`config.mk`:
```
export PLATFORM = sky130hd
export DESIGN_NAME = wb_stage
export DESIGN_NICKNAME = d
export VERILOG_FILES = /design/src/rtl/wb_stage.sv
export SDC_FILE = /design/constraint.sdc
export NUM_CORES = 1
export LEC_CHECK = 0
export BUFFER_PORTS_ARGS = -buffer_cell sky130_fd_sc_hd__buf_4
export CAP_MARGIN = 0
export CORE_MARGIN = 4
export CORE_UTILIZATION = 51
export CTS_CLUSTER_DIAMETER = 80
export DETAILED_ROUTE_END_ITERATION = 10
export GPL_TIMING_DRIVEN = 0
export PLACE_DENSITY_LB_ADDON = 0.2
export REMOVE_ABC_BUFFERS = 1
export SYNTH_ARGS = -nofsm -noshare
export SYNTH_HDL_FRONTEND = slang
export SYNTH_SLANG_ARGS = --single-unit
```
`constraint.sdc`:
```
create_clock -name wb_clk -period 3.8 [get_ports wb_clk]
set_input_delay 0.19 -clock wb_clk [delete_from_list [all_inputs] [get_ports wb_clk]]
set_output_delay 0.19 -clock wb_clk [all_outputs]
set_load 0.01 [all_outputs]
```
`src/rtl/wb_stage.sv`:
```
// wb_stage: writeback stage of the five-stage core.
//
// Takes the memory stage's registered outputs and commits results to the
// register-file write port through a two-entry buffer. The buffer absorbs
// cycles where the register file is not ready and back-pressures the memory
// stage when full. Also drives the forwarding value for hazard logic, a
// registered retire pulse and an instructions-retired counter.
//
// Handshake: an input is taken on a rising edge when wb_i_ce is high,
// wb_i_stall and wb_i_flush are low and the buffer is not full
// (wb_o_stall low). The head entry leaves on an edge when it does not write,
// or when it writes and wb_i_rf_ready is high.
//
// Ports:
//   wb_clk, wb_rst             clock (rising edge), async active-high reset
//   wb_i_ce/stall/flush        input valid / memory-stage stall / flush
//   wb_i_opcode, wb_i_rd_*     presented instruction and its result
//   wb_i_load_data             load data for LOAD_WORD
//   wb_i_rf_ready              register-file port accepts a write
//   wb_o_rf_we/addr/data       register-file write port (head entry)
//   wb_o_fwd_we/addr/data      youngest buffered writing entry
//   wb_o_stall                 buffer full
//   wb_o_flush                 registered copy of wb_i_flush
//   wb_o_ce, wb_o_retired      retire pulse and retired-instruction count

`ifndef OPCODE_WIDTH
`define OPCODE_WIDTH 7
`endif
`ifndef LOAD_WORD
`define LOAD_WORD  7'b0000011
`endif
`ifndef STORE_WORD
`define STORE_WORD 7'b0100011
`endif
`ifndef RTYPE
`define RTYPE      7'b0110011
`endif
`ifndef ITYPE
`define ITYPE      7'b0010011
`endif
`ifndef JAL
`define JAL        7'b1101111
`endif
`ifndef JALR
`define JALR       7'b1100111
`endif
`ifndef LUI
`define LUI        7'b0110111
`endif
`ifndef AUIPC
`define AUIPC      7'b0010111
`endif
`ifndef BRANCH
`define BRANCH     7'b1100011
`endif

module wb_stage #(
    parameter int DWIDTH = 32,
    parameter int AWIDTH = 5,
    parameter int CWIDTH = 32
) (
    input  logic                     wb_clk,
    input  logic                     wb_rst,
    input  logic                     wb_i_ce,
    input  logic                     wb_i_stall,
    input  logic                     wb_i_flush,
    input  logic [`OPCODE_WIDTH-1:0] wb_i_opcode,
    input  logic [AWIDTH-1:0]        wb_i_rd_addr,
    input  logic [DWIDTH-1:0]        wb_i_rd_data,
    input  logic                     wb_i_rd_we,
    input  logic [DWIDTH-1:0]        wb_i_load_data,
    input  logic                     wb_i_rf_ready,
    output logic                     wb_o_rf_we,
    output logic [AWIDTH-1:0]        wb_o_rf_addr,
    output logic [DWIDTH-1:0]        wb_o_rf_data,
    output logic                     wb_o_fwd_we,
    output logic [AWIDTH-1:0]        wb_o_fwd_addr,
    output logic [DWIDTH-1:0]        wb_o_fwd_data,
    output logic                     wb_o_stall,
    output logic                     wb_o_flush,
    output logic                     wb_o_ce,
    output logic [CWIDTH-1:0]        wb_o_retired
);

    // Buffer storage: one entry per slot, 1-bit pointers, count 0..2.
    logic              we_q   [2];
    logic [AWIDTH-1:0] addr_q [2];
    logic [DWIDTH-1:0] data_q [2];
    logic              head_q, tail_q;
    logic [1:0]        count_q, count_d;

    logic              ce_q, flush_q;
    logic [CWIDTH-1:0] retired_q;

    logic              new_we;
    logic [DWIDTH-1:0] new_data;
    logic              push, pop;
    logic              empty, full;
    logic              young_idx;

    assign empty = (count_q == 2'd0);
    assign full  = (count_q == 2'd2);

    // Entry content selected by opcode; x0 is never written.
    always_comb begin
        new_we   = 1'b0;
        new_data = '0;
        case (wb_i_opcode)
            `LOAD_WORD: begin
                new_we   = 1'b1;
                new_data = wb_i_load_data;
            end
            `RTYPE, `ITYPE, `JAL, `JALR, `LUI, `AUIPC: begin
                new_we   = wb_i_rd_we;
                new_data = wb_i_rd_data;
            end
            default: begin
                new_we   = 1'b0;
                new_data = '0;
            end
        endcase
        if (wb_i_rd_addr == '0) begin
            new_we = 1'b0;
        end
    end

    assign push = wb_i_ce && !wb_i_stall && !wb_i_flush && !full;
    // Non-writing entries drain without waiting on the register file.
    assign pop  = !empty && (!we_q[head_q] || wb_i_rf_ready);

    always_comb begin
        count_d = count_q;
        case ({push, pop})
            2'b10:   count_d = count_q + 2'd1;
            2'b01:   count_d = count_q - 2'd1;
            default: count_d = count_q;
        endcase
    end

    always_ff @(posedge wb_clk or posedge wb_rst) begin
        if (wb_rst) begin
            for (int i = 0; i < 2; i++) begin
                we_q[i]   <= 1'b0;
                addr_q[i] <= '0;
                data_q[i] <= '0;
            end
            head_q    <= 1'b0;
            tail_q    <= 1'b0;
            count_q   <= 2'd0;
            ce_q      <= 1'b0;
            flush_q   <= 1'b0;
            retired_q <= '0;
        end else begin
            if (push) begin
                we_q[tail_q]   <= new_we;
                addr_q[tail_q] <= wb_i_rd_addr;
                data_q[tail_q] <= new_data;
                tail_q         <= ~tail_q;
            end
            if (pop) begin
                head_q    <= ~head_q;
                retired_q <= retired_q + CWIDTH'(1);
            end
            count_q <= count_d;
            ce_q    <= pop;
            flush_q <= wb_i_flush;
        end
    end

    // Register-file port shows the head entry.
    assign wb_o_rf_we   = !empty && we_q[head_q];
    assign wb_o_rf_addr = empty ? '0 : addr_q[head_q];
    assign wb_o_rf_data = empty ? '0 : data_q[head_q];

    // Forwarding: youngest writing entry (tail-1), then the head when two
    // entries are buffered. With 1-bit pointers tail-1 is ~tail.
    assign young_idx = ~tail_q;

    always_comb begin
        wb_o_fwd_we   = 1'b0;
        wb_o_fwd_addr = '0;
        wb_o_fwd_data = '0;
        if (!empty && we_q[young_idx]) begin
            wb_o_fwd_we   = 1'b1;
            wb_o_fwd_addr = addr_q[young_idx];
            wb_o_fwd_data = data_q[young_idx];
        end else if (full && we_q[head_q]) begin
            wb_o_fwd_we   = 1'b1;
            wb_o_fwd_addr = addr_q[head_q];
            wb_o_fwd_data = data_q[head_q];
        end
    end

    assign wb_o_stall   = full;
    assign wb_o_flush   = flush_q;
    assign wb_o_ce      = ce_q;
    assign wb_o_retired = retired_q;

endmodule

```
==> metrics.csv, run 1 <==
stage;metric;value;unit
run_status;status;finished clean;
worst_setup_path;rrSetupSlack;1.12;ns
route;antenna_left;0;
floorplan;dieArea;13000;um2
global_route;overflow;0;
synthesis;yosys_register_bits;114;
timing;fin_worst_skew;0.00535;ns
floorplan;boundaryPins;194;
layout;nFillCells;777;
placed_design;placedInstanceArea;7410;um2
timing;worst_pin_slew;0.995;ns
global_route;first_global_vias;5204;
synthesis;synthCells;579;
worst_setup_path;crit_path_max_incr_delay;0.77;ns
worst_setup_path;start_kind;register;
worst_setup_path;crit_type;register to output port;
worst_setup_path;path_depth;6;
cts;cts_resized;0;
synthesis;yosys_warnings;0;
worst_setup_path;worstReg2RegStart;head_q;
floorplan;core;10900;um2
timing;setup_violations;0;
worst_setup_path;reg2reg_depth;5;
timing;hold_viol;0;
cts;cts.sinks;114;
layout;final_cell_mix;194 x buf_4, 113 x dfrtp_1, 87 x nor2_1;
cts;cts_tree;done;
worst_setup_path;cp.required;3.61;ns
route;routed_wl;16300;um
cts;cts_max_path_buffers;2;
timing;slew_headroom;33.5;%
timing;fmax;0.327;GHz
layout;finalInstanceArea;8180;um2
worst_setup_path;path_cells;nor2_4, buf_16, nor3_4, buf_16, a22o_1, buf_4;
worst_hold_path;min_from;wb_i_rd_data[0];
route;drc;0;
synthesis;synth_edf_count;0;
worst_setup_path;crit_path_end_kind;output port;
worst_hold_path;min_to;data_q[32];
worst_setup_path;slowest_stage;nor3_4;
layout;syn_to_final_growth;43.1;%
placed_design;hpwl;11100;um
cts;post_cts_buffers;0;
power_and_ir_drop;total_power;5620;uW
placed_design;dpl_worst_slack;1.16;ns
global_route;antenna_found_initial;0;
floorplan;rows;38;
route;drt-initial-drc-count;328;
timing;setup_ws;0.744;ns
timing;slew_viol_final;0;
worst_hold_path;hold_path_class;input pin to register;
route;drt_pass1_iterations;5;
placed_design;gp_congestion;0.894;
cts;cts_hold_buffers;20;
floorplan;start_util;52.5;%
route;post_drt_wl_per_cell;17.5;um
synthesis;yosysSeqAreaShare;49.9;%
floorplan;die_y;114;um
power_and_ir_drop;peakVddDrop;0.000390;V
synthesis;yosys-top-cells-area;dfrtp_1 50%, mux2i_1 6.8%, nor2_1 5.8%;
route;num_vias;5256;
cts;ctsHtreeMaxLevel;4;
worst_setup_path;cp.arrival;2.87;ns
worst_setup_path;path_buf_inv;3;
power_and_ir_drop;pwr_density_cell;687;nW/um2
worst_setup_path;timing.critical_path.mode_cell;buf_16;
layout;layout_commonest_cell;buf_4;
cts;clkTransAtPathRegs;0.06;ns
synthesis;async_flop_share;100;%
worst_setup_path;startpoint;count_q[0];
synthesis;yosys_most_used_dff;dfrtp_1;
job;cap_violations;0;
synthesis;syn_area;5720;um2
timing;rsz0062_at_grt;false;
timing;min_period;3.06;ns
worst_setup_path;r2r_end;wb_o_retired[29];
route;avgViaCountPerCell;5.62;
synthesis;synth_cell_types;39;
timing;fin_crit_sh;80.4;%
worst_hold_path;hold_path_depth;3;
floorplan;die_w;114;um
global_route;grt_usage;25.2;%
placed_design;port_buffers;193;
cts;clkLatencyLatePin;0.51;ns
layout;diodes;0;
global_route;grt_pass1_wl;25800;um
power_and_ir_drop;p_leak;0.00392;uW
synthesis;syn_area_per_cell;9.87;um2
worst_setup_path;cp_top_family;simple AND/OR/NAND/NOR gates;
cts;root_buffer;clkbuf_8;
layout;drive_gt1_share;32.3;%
worst_setup_path;critPathMaxFanout;23;
cts;cts-buffers-inserted;17;
synthesis;synth_top_area_share;49.9;%
global_route;grt_max_degree;65;
synthesis;synth.largest_area_cell;dfrtp_1;
layout;fin_nets;867;
routing by layer:
layer	vias up	GRT usage [%]	routed length, um
li1	2472	-	-
met1	2518	29.7	6440
met2	226	42.7	8100
met3	40	7.11	1200
met4	0	11.5	597
met5	-	0	0
per-stage QoR:
| stage | hold slack [ns] | instances | utilization (%) | TNS (ns) |
|---|---|---|---|---|
| global placement | 0.309 | 873 | 65.7 | -235.58 |
| finish | 0.00852 | 935 | 75.1 | 0 |
| CTS | 0.000260 | 935 | 75.1 | 0 |
| floorplan | 0.221 | 540 | - | 0 |
| global route | 0.00235 | 935 | 75.1 | 0 |
| detailed placement | 0.312 | 883 | 68.0 | 0 |
layout make-up:
class | instances | area, um2 | area share (%)
inverters | 5 | 21.3 | 0.260
clock inverters | 13 | 138 | 1.68
repair buffers | 223 | 1850 | 22.6
well taps | 140 | 175 | 2.14
multi-input cells | 421 | 2710 | 33.1
flip-flops and latches | 114 | 2850 | 34.9
clock buffers | 19 | 432 | 5.28
cell usage after synthesis (2+ instances only):
cell type and count:
and3_1 8, nand3_1 17, ha_1 2, nand4_1 9
buf_6 3, a21oi_1 36, buf_2 8, nor3_1 3
mux2i_1 39, a22oi_1 32, nor2_1 88, dfrtp_1 114
buf_1 5, o21ai_0 35, a22o_1 37, xor2_1 14
mux2_2 6, nor4_1 6, inv_1 5, xnor2_1 22
clkbuf_1 21, mux2_4 4, nand2_1 49
cell families after synthesis:
family	count (synthesis)	synth area share [%]
xor+xnor	36	5.52
simple gates	190	14.7
compound gates	144	16.8
mux	49	9.06
fa+ha+maj	2	0.438
buf+inv	44	3.55
flops	114	49.9
power by group:
group | switching, uW | leakage (uW) | internal (uW)
clock network | 558 | 0.000262 | 945
logic | 1090 | 0.00219 | 1120
registers | 360 | 0.00147 | 1550
total | 2010 | 0.00392 | 3610
tightest hold or removal path, cell delays in order:
cell and delay, ns:
buf_4 0.08, a22oi_1 0.07, a21oi_1 0.14
worst max path at each step:
stage | to | slack [ns]
floorplan | wb_o_fwd_addr[0] | 0.26
global placement | data_q[16] | -2.08
detailed placement | wb_o_retired[29] | 1.16
CTS | wb_o_fwd_data[30] | 0.73
global route | wb_o_fwd_data[13] | 0.61
finish | wb_o_fwd_data[30] | 0.74
state kept, by name, summed over array words and instances (netlist names):
signal,count
tail_q,1
wb_o_retired,32
wb_o_ce,1
head_q,1
data_q,64
addr_q,10
we_q,2
wb_o_flush,1
count_q,2
Note: power is estimated with default switching activity, not from simulation.
==> inputs of run 2 (changes only) <==
- ABC_AREA: unset -> 1
- CORE_UTILIZATION: 51 -> 49
- clock period: 3.8 -> 2.5 ns (I/O delays scaled with it)
==> run 2 against run 1 <==
Net effect:
- synthesized area increased by 28%
- clock power increased by 59%
- die area increased by 30%
- flip-flop and latch count unchanged
- count of clock-buffer cells in the layout increased by 10
- hold slack improved by 0.037 ns
- via count increased by 46%
- global-route usage increased by 1.8 points
- critical path depth unchanged
==> metrics.csv, run 2 <==
stage;metric;value;unit;change
timing;hold_viol;0;;unchanged
layout;final_cell_mix;501 x nand2_1, 202 x buf_4, 111 x dfrtp_1;;
synthesis;synth_edf_count;0;;unchanged
layout;layout_commonest_cell;nand2_1;;
floorplan;die_w;130;um;+14%
global_route;grt_max_degree;60;;-7.7%
run_status;status;finished clean;;
placed_design;gp_congestion;0.896;;+0.28%
route;post_drt_wl_per_cell;15.5;um;-11%
timing;slew_viol_final;0;;unchanged
route;drt-initial-drc-count;773;;+140%
route;num_vias;7677;;+46%
floorplan;rows;44;;+16%
synthesis;yosys_most_used_dff;dfrtp_1;;
route;drc;0;;unchanged
cts;clkLatencyLatePin;0.42;ns;-0.09 ns
route;avgViaCountPerCell;5.18;;-7.8%
synthesis;yosysSeqAreaShare;39.1;%;-11 points
layout;finalInstanceArea;9740;um2;+19%
synthesis;synth.largest_area_cell;dfrtp_1;;
synthesis;yosys-top-cells-area;dfrtp_1 39%, nand2_1 26%, o21ai_0 5.8%;;
timing;rsz0062_at_grt;true;;
synthesis;synthTopCellsByCount;502 x nand2_1, 114 x dfrtp_1, 100 x inv_1, 96 x nor2_1, 84 x o21ai_0;;
power_and_ir_drop;p_leak;0.00506;uW;+29%
cts;root_buffer;clkbuf_16;;
timing;min_period;2.45;ns;
global_route;first_global_vias;6951;;+34%
layout;diodes;0;;unchanged
worst_hold_path;min_to;data_q[39];;
layout;fin_nets;1369;;+58%
floorplan;dieArea;16900;um2;+30%
cts;cts-buffers-inserted;17;;unchanged
layout;largest_reg_flops;64;;unchanged
worst_setup_path;crit_path_end_kind;output port;;
timing;hold_ws;0.0454;ns;+0.0368 ns
timing;fmax;0.409;GHz;
worst_hold_path;hold_path_class;input pin to register;;
synthesis;synth_top_area_share;39.1;%;-11 points
synthesis;yosys_warnings;0;;unchanged
layout;syn_to_final_growth;33.4;%;
global_route;overflow;0;;unchanged
worst_setup_path;r2r_end;count_q[1];;
placed_design;hpwl;13600;um;+23%
timing;slew_headroom;12.9;%;-21 points
floorplan;start_util;50.0;%;-2.5 points
power_and_ir_drop;pwr_density_cell;883;nW/um2;+28%
worst_setup_path;reg2reg_depth;9;;+4
layout;final_util;66.7;%;-8.4 points
global_route;antenna_found_initial;0;;unchanged
power_and_ir_drop;peakVddDrop;0.000462;V;+18%
power_and_ir_drop;total_power;8600;uW;+53%
placed_design;dpl_worst_slack;-0.281;ns;-1.44 ns
floorplan;core;14600;um2;+34%
synthesis;synth_most_common_cell;nand2_1;;
global_route;grt_usage;26.9;%;+1.8 points
layout;drive_gt1_share;23.1;%;-9.2 points
cts;cts_max_path_buffers;2;;unchanged
route;antenna_left;0;;unchanged
worst_setup_path;cp.required;2.38;ns;-1.23 ns
worst_setup_path;critPathMaxFanout;54;;+130%
job;cap_violations;0;;unchanged
worst_hold_path;min_from;wb_i_rd_data[7];;
timing;setup_violations;0;;unchanged
route;routed_wl;22900;um;+40%
cts;ctsHtreeMaxLevel;4;;unchanged
worst_setup_path;start_kind;register;;
timing;fin_worst_skew;0.00598;ns;+0.000637 ns
worst_setup_path;startpoint;tail_q;;
timing;fin_crit_sh;97.8;%;
cts;cts.sinks;114;;unchanged
layout;regMostFlops;data_q;;
timing;setup_ws;0.0546;ns;-0.689 ns
synthesis;syn_area;7300;um2;+28%
placed_design;placedInstanceArea;8760;um2;+18%
floorplan;die_y;130;um;+14%
global_route;grt_pass1_wl;35500;um;+38%
synthesis;syn_area_per_cell;6.66;um2;-33%
worst_setup_path;cp.arrival;2.32;ns;-0.55 ns
cts;cts_tree;done;;
placed_design;port_buffers;193;;unchanged
worst_setup_path;rrSetupSlack;0.25;ns;-0.87 ns
cts;clkTransAtPathRegs;0.05;ns;about the same
worst_setup_path;crit_type;register to output port;;
floorplan;boundaryPins;194;;unchanged
route;drt_pass1_iterations;5;;unchanged
worst_setup_path;worstReg2RegStart;head_q;;
synthesis;yosys_register_bits;114;;unchanged
synthesis;synthCells;1096;;+89%
worst_hold_path;hold_path_depth;5;;+2
timing;worst_pin_slew;1.30;ns;+0.309 ns
synthesis;synth_cell_types;33;;-15%
synthesis;async_flop_share;100;%;unchanged
==> run 2: cell count changes in the layout (fill, tap and decap cells not counted), moves of 32 or more <==
cell     before  now
nand2_1      49  501
a21oi_1      34    1
o21ai_1       0   34
o21ai_0      35   83
inv_1         4   98
mux2i_1      39    0
a22o_1       37    0
a22oi_1      32    0
==> run 2: how the worst max path moves through the flow <==
stage and to:
6_report wb_o_fwd_data[27], 5_1_grt wb_o_fwd_data[7], 3_3_place_gp data_q[51], 3_5_place_dp data_q[13], 4_1_cts wb_o_fwd_data[10], 2_1_floorplan addr_q[0]
==> run 2: timing repair <==
| item | CTS | global route |
|---|---|---|
| endpoints found under the setup margin | 110 | 68 |
| hold buffers | 7 | 0 |
| pin swaps | 4 | 0 |
| setup buffers | 11 | 4 |
| endpoints found under the hold margin | 68 | 0 |
| gates cloned | 5 | 1 |
| resized for setup | 17 | 3 |
==> run 2: power breakdown <==
| part | total, uW | switching [uW] | internal (uW) |
|---|---|---|---|
| clock | 2390 | 815 | 1570 |
| combinational | 3790 | 2310 | 1480 |
| sequential | 2420 | 273 | 2140 |
| total | 8600 | 3400 | 5200 |
==> run 2: worst max-delay path, stage by stage, from the launching register on <==
cell and delay, ns:
dfrtp_4 0.59, buf_12 0.23, o21ai_2 0.30, and2_4 0.39, nand2_1 0.12, o31ai_2 0.09
buf_4 0.17
==> run 2: routing by layer <==
layer | vias to the layer above | part of all wire [%] | routed length, um | track usage [%]
li1 | 3774 | - | - | -
met1 | 3551 | 42 | 9650 | 37.2
met2 | 314 | 47 | 10800 | 42.6
met3 | 38 | 8.7 | 1990 | 5.77
met4 | 0 | 2.0 | 466 | 8.44
met5 | - | 0 | 0 | 0
==> run 2: kinds of logic after synthesis <==
kind of cell / Yosys count / synth area share (%)
AOI/OAI and AO/OA: 157 / 13.5
xor gates and xnor gates: 18 / 2.16
adders and majority gates: 2 / 0.343
buffers and inverters: 163 / 9.79
DFF: 114 / 39.1
and+or+nand+nor: 642 / 35.2
==> run 2: final cells by class <==
class                           instances  area [um2]
Fill cell                            1291        4850
Multi-Input combinational cell        823        3800
Sequential cell                       114        2860
Timing Repair Buffer                  220        1830
Clock buffer                           29         551
Inverter                              107         413
Tap cell                              184         230
Clock inverter                          3        40.0
Timing Repair inverter                  1        7.51
==> run 2: metrics by stage <==
stage / cells / setup TNS (ns)
finish: 1481 / 0
global route: 1481 / -0.360
floorplan: 1040 / -101.59
detailed placement: 1421 / -8.81
global placement: 1417 / -436.09
CTS: 1476 / -0.00730
==> inputs of run 3 (changes only) <==
- CORE_ASPECT_RATIO: unset -> 1.4
==> run 3 against run 2 <==
Net effect:
- hold slack better by 0.014 ns
- register-to-register slack worse by 0.02 ns
- sequential share of layout area hardly changed
- largest power group unchanged
==> metrics.csv, run 3 (synthesis gave the netlist of run 2 again) <==
stage;metric;value;unit;change
worst_hold_path;hold_path_class;input pin to register;;
power_and_ir_drop;total_power;8750;uW;+1.7%
timing;hold_ws;0.0589;ns;+0.0135 ns
placed_design;port_buffers;193;;unchanged
worst_setup_path;crit_type;register to output port;;
timing;setup_violations;0;;unchanged
cts;ctsHtreeMaxLevel;4;;unchanged
cts;cts.sinks;114;;unchanged
global_route;overflow;0;;unchanged
route;post_drt_wl_per_cell;15.9;um;+2.9%
route;drt_pass1_iterations;5;;unchanged
worst_setup_path;crit_path_end_kind;output port;;
global_route;first_global_vias;7545;;+8.5%
timing;slew_viol_final;0;;unchanged
floorplan;dieArea;16900;um2;+0.16%
worst_setup_path;rrSetupSlack;0.23;ns;-0.02 ns
worst_setup_path;cp.required;2.38;ns;about the same
layout;regMostFlops;data_q;;
floorplan;boundaryPins;194;;unchanged
global_route;antenna_found_initial;0;;unchanged
layout;fin_nets;1361;;-0.58%
layout;drive_gt1_share;22.2;%;-0.93 points
layout;finalInstanceArea;9740;um2;about the same
worst_setup_path;cp.arrival;2.22;ns;-0.10 ns
route;drt-initial-drc-count;597;;-23%
route;drc;0;;unchanged
power_and_ir_drop;p_leak;0.00504;uW;-0.34%
run_status;status;finished clean;;
worst_setup_path;r2r_end;count_q[1];;
global_route;grt_pass1_wl;38100;um;+7.3%
worst_setup_path;reg2reg_depth;9;;unchanged
cts;cts_tree;done;;
route;antenna_left;0;;unchanged
cts;cts-buffers-inserted;17;;unchanged
route;num_vias;7699;;+0.29%
worst_setup_path;crit_path_max_incr_delay;0.63;ns;+0.04 ns
layout;layout_commonest_cell;nand2_1;;
worst_hold_path;min_to;we_q[0];;
cts;clkLatencyLatePin;0.41;ns;about the same
global_route;grt_usage;27.8;%;+0.86 points
layout;diodes;0;;unchanged
worst_setup_path;cp_top_family;flip-flops;;
timing;rsz0062_at_grt;false;;
route;avgViaCountPerCell;5.21;;+0.56%
cts;root_buffer;clkbuf_16;;
cts;cts_max_path_buffers;2;;unchanged
worst_hold_path;hold_path_depth;5;;unchanged
layout;nFillCells;1299;;+0.62%
placed_design;hpwl;14700;um;+7.9%
timing;fmax;0.426;GHz;+4.2%
global_route;grt_max_degree;96;;+60%
layout;largest_reg_flops;64;;unchanged
timing;min_period;2.35;ns;-0.0984 ns
worst_setup_path;critPathMaxFanout;41;;-24%
placed_design;placedInstanceArea;8800;um2;+0.44%
timing;fin_tns_setup;0;ns;unchanged
timing;worst_pin_slew;1.29;ns;-0.0111 ns
route;routed_wl;23500;um;+2.6%
layout;syn_to_final_growth;33.4;%;about the same
timing;fin_worst_skew;0.0119;ns;+0.00590 ns
job;cap_violations;0;;unchanged
layout;final_cell_mix;501 x nand2_1, 193 x buf_4, 112 x dfrtp_1;;
floorplan;die_y;152;um;+17%
timing;hold_viol;0;;unchanged
worst_setup_path;path_cells;buf_12, nand2_1, o21ai_2, and2_4, buf_12, nand2_1, o31ai_1, buf_4;;
power_and_ir_drop;pwr_density_cell;898;nW/um2;+1.7%
placed_design;gp_congestion;0.939;;+4.8%
floorplan;die_w;111;um;-15%
worst_setup_path;start_kind;register;;
floorplan;core;14500;um2;-0.55%
worst_setup_path;slowest_stage;dfrtp_4;;
timing;setup_ws;0.153;ns;+0.0984 ns
power_and_ir_drop;peakVddDrop;0.000522;V;+13%
cts;clkTransAtPathRegs;0.05;ns;about the same
worst_setup_path;worstReg2RegStart;head_q;;
floorplan;rows;52;;+18%
timing;slew_headroom;13.7;%;+0.89 points
placed_design;dpl_worst_slack;-0.456;ns;-0.174 ns
timing;fin_crit_sh;93.9;%;-3.9 points
worst_setup_path;path_buf_inv;3;;+1
worst_hold_path;min_from;wb_i_rd_we;;
floorplan;start_util;50.3;%;+0.28 points
[run 3: cell types whose count changed in the layout (fill, tap and decap cells not counted), moves of 2 or more]
| cell | previous run | this run |
|---|---|---|
| bufinv_16 | 1 | 6 |
| buf_12 | 7 | 10 |
| o31ai_2 | 24 | 19 |
| clkbuf_8 | 9 | 2 |
| o31ai_1 | 13 | 18 |
| buf_4 | 202 | 193 |
| clkbuf_1 | 4 | 2 |
[run 3: tightest hold or removal path: stages]
cell and delay [ns]:
buf_4 0.08, nand2_1 0.04, nand2_1 0.06, nand3_1 0.06, nand2_1 0.05
[run 3: worst max-delay path by stage]
stage | from | end | slack, ns | cells past startpoint
after floorplan | wb_rst | addr_q[0] | -0.64 | 1
after global placement | wb_rst | data_q[58] | -2.14 | 2
after detailed placement | tail_q | data_q[18] | -0.46 | 5
after CTS | tail_q | wb_o_fwd_data[28] | 0.009 | 6
after global routing | head_q | count_q[1] | 0.01 | 9
final | tail_q | wb_o_fwd_data[8] | 0.15 | 8
[run 3: area by class of cell]
type                    count  area, um2  share of cell area [%]
well taps                 189        236                    2.43
multi-input cells         823       3780                    38.8
clock inverters            10        205                    2.11
flip-flops and latches    114       2860                    29.4
repair buffers            213       1790                    18.3
clock buffers              21        460                    4.73
inverters                 107        407                    4.18
[run 3: per-layer routing]
layer	global-route usage [%]	routed length [um]	share of wire (%)	vias up
met1	32.0	9020	38	3588
met4	13.0	886	3.8	0
li1	-	-	-	3763
met2	49.2	12200	52	289
met5	0	0	0	-
met3	5.56	1450	6.2	59
[run 3: where the power goes]
group	internal, uW	switching (uW)
Sequential	2140	328
Clock	1910	842
Combinational	1400	2130
[run 3: per-stage QoR]
step | utilization, % | std cells
global route | 67.1 | 1477
detailed placement | 60.7 | 1427
CTS | 67.0 | 1477
finish | 67.1 | 1477
global placement | 59.8 | 1422
floorplan | - | 1040
[run 3: timing repair]
item	4_1_cts	5_1_grt
gates cloned	4	0
endpoints found under the hold margin	30	0
hold buffers	7	0
pin swaps	4	0
setup buffers	8	0
gates resized for setup	5	3
setup endpoints to repair	71	39
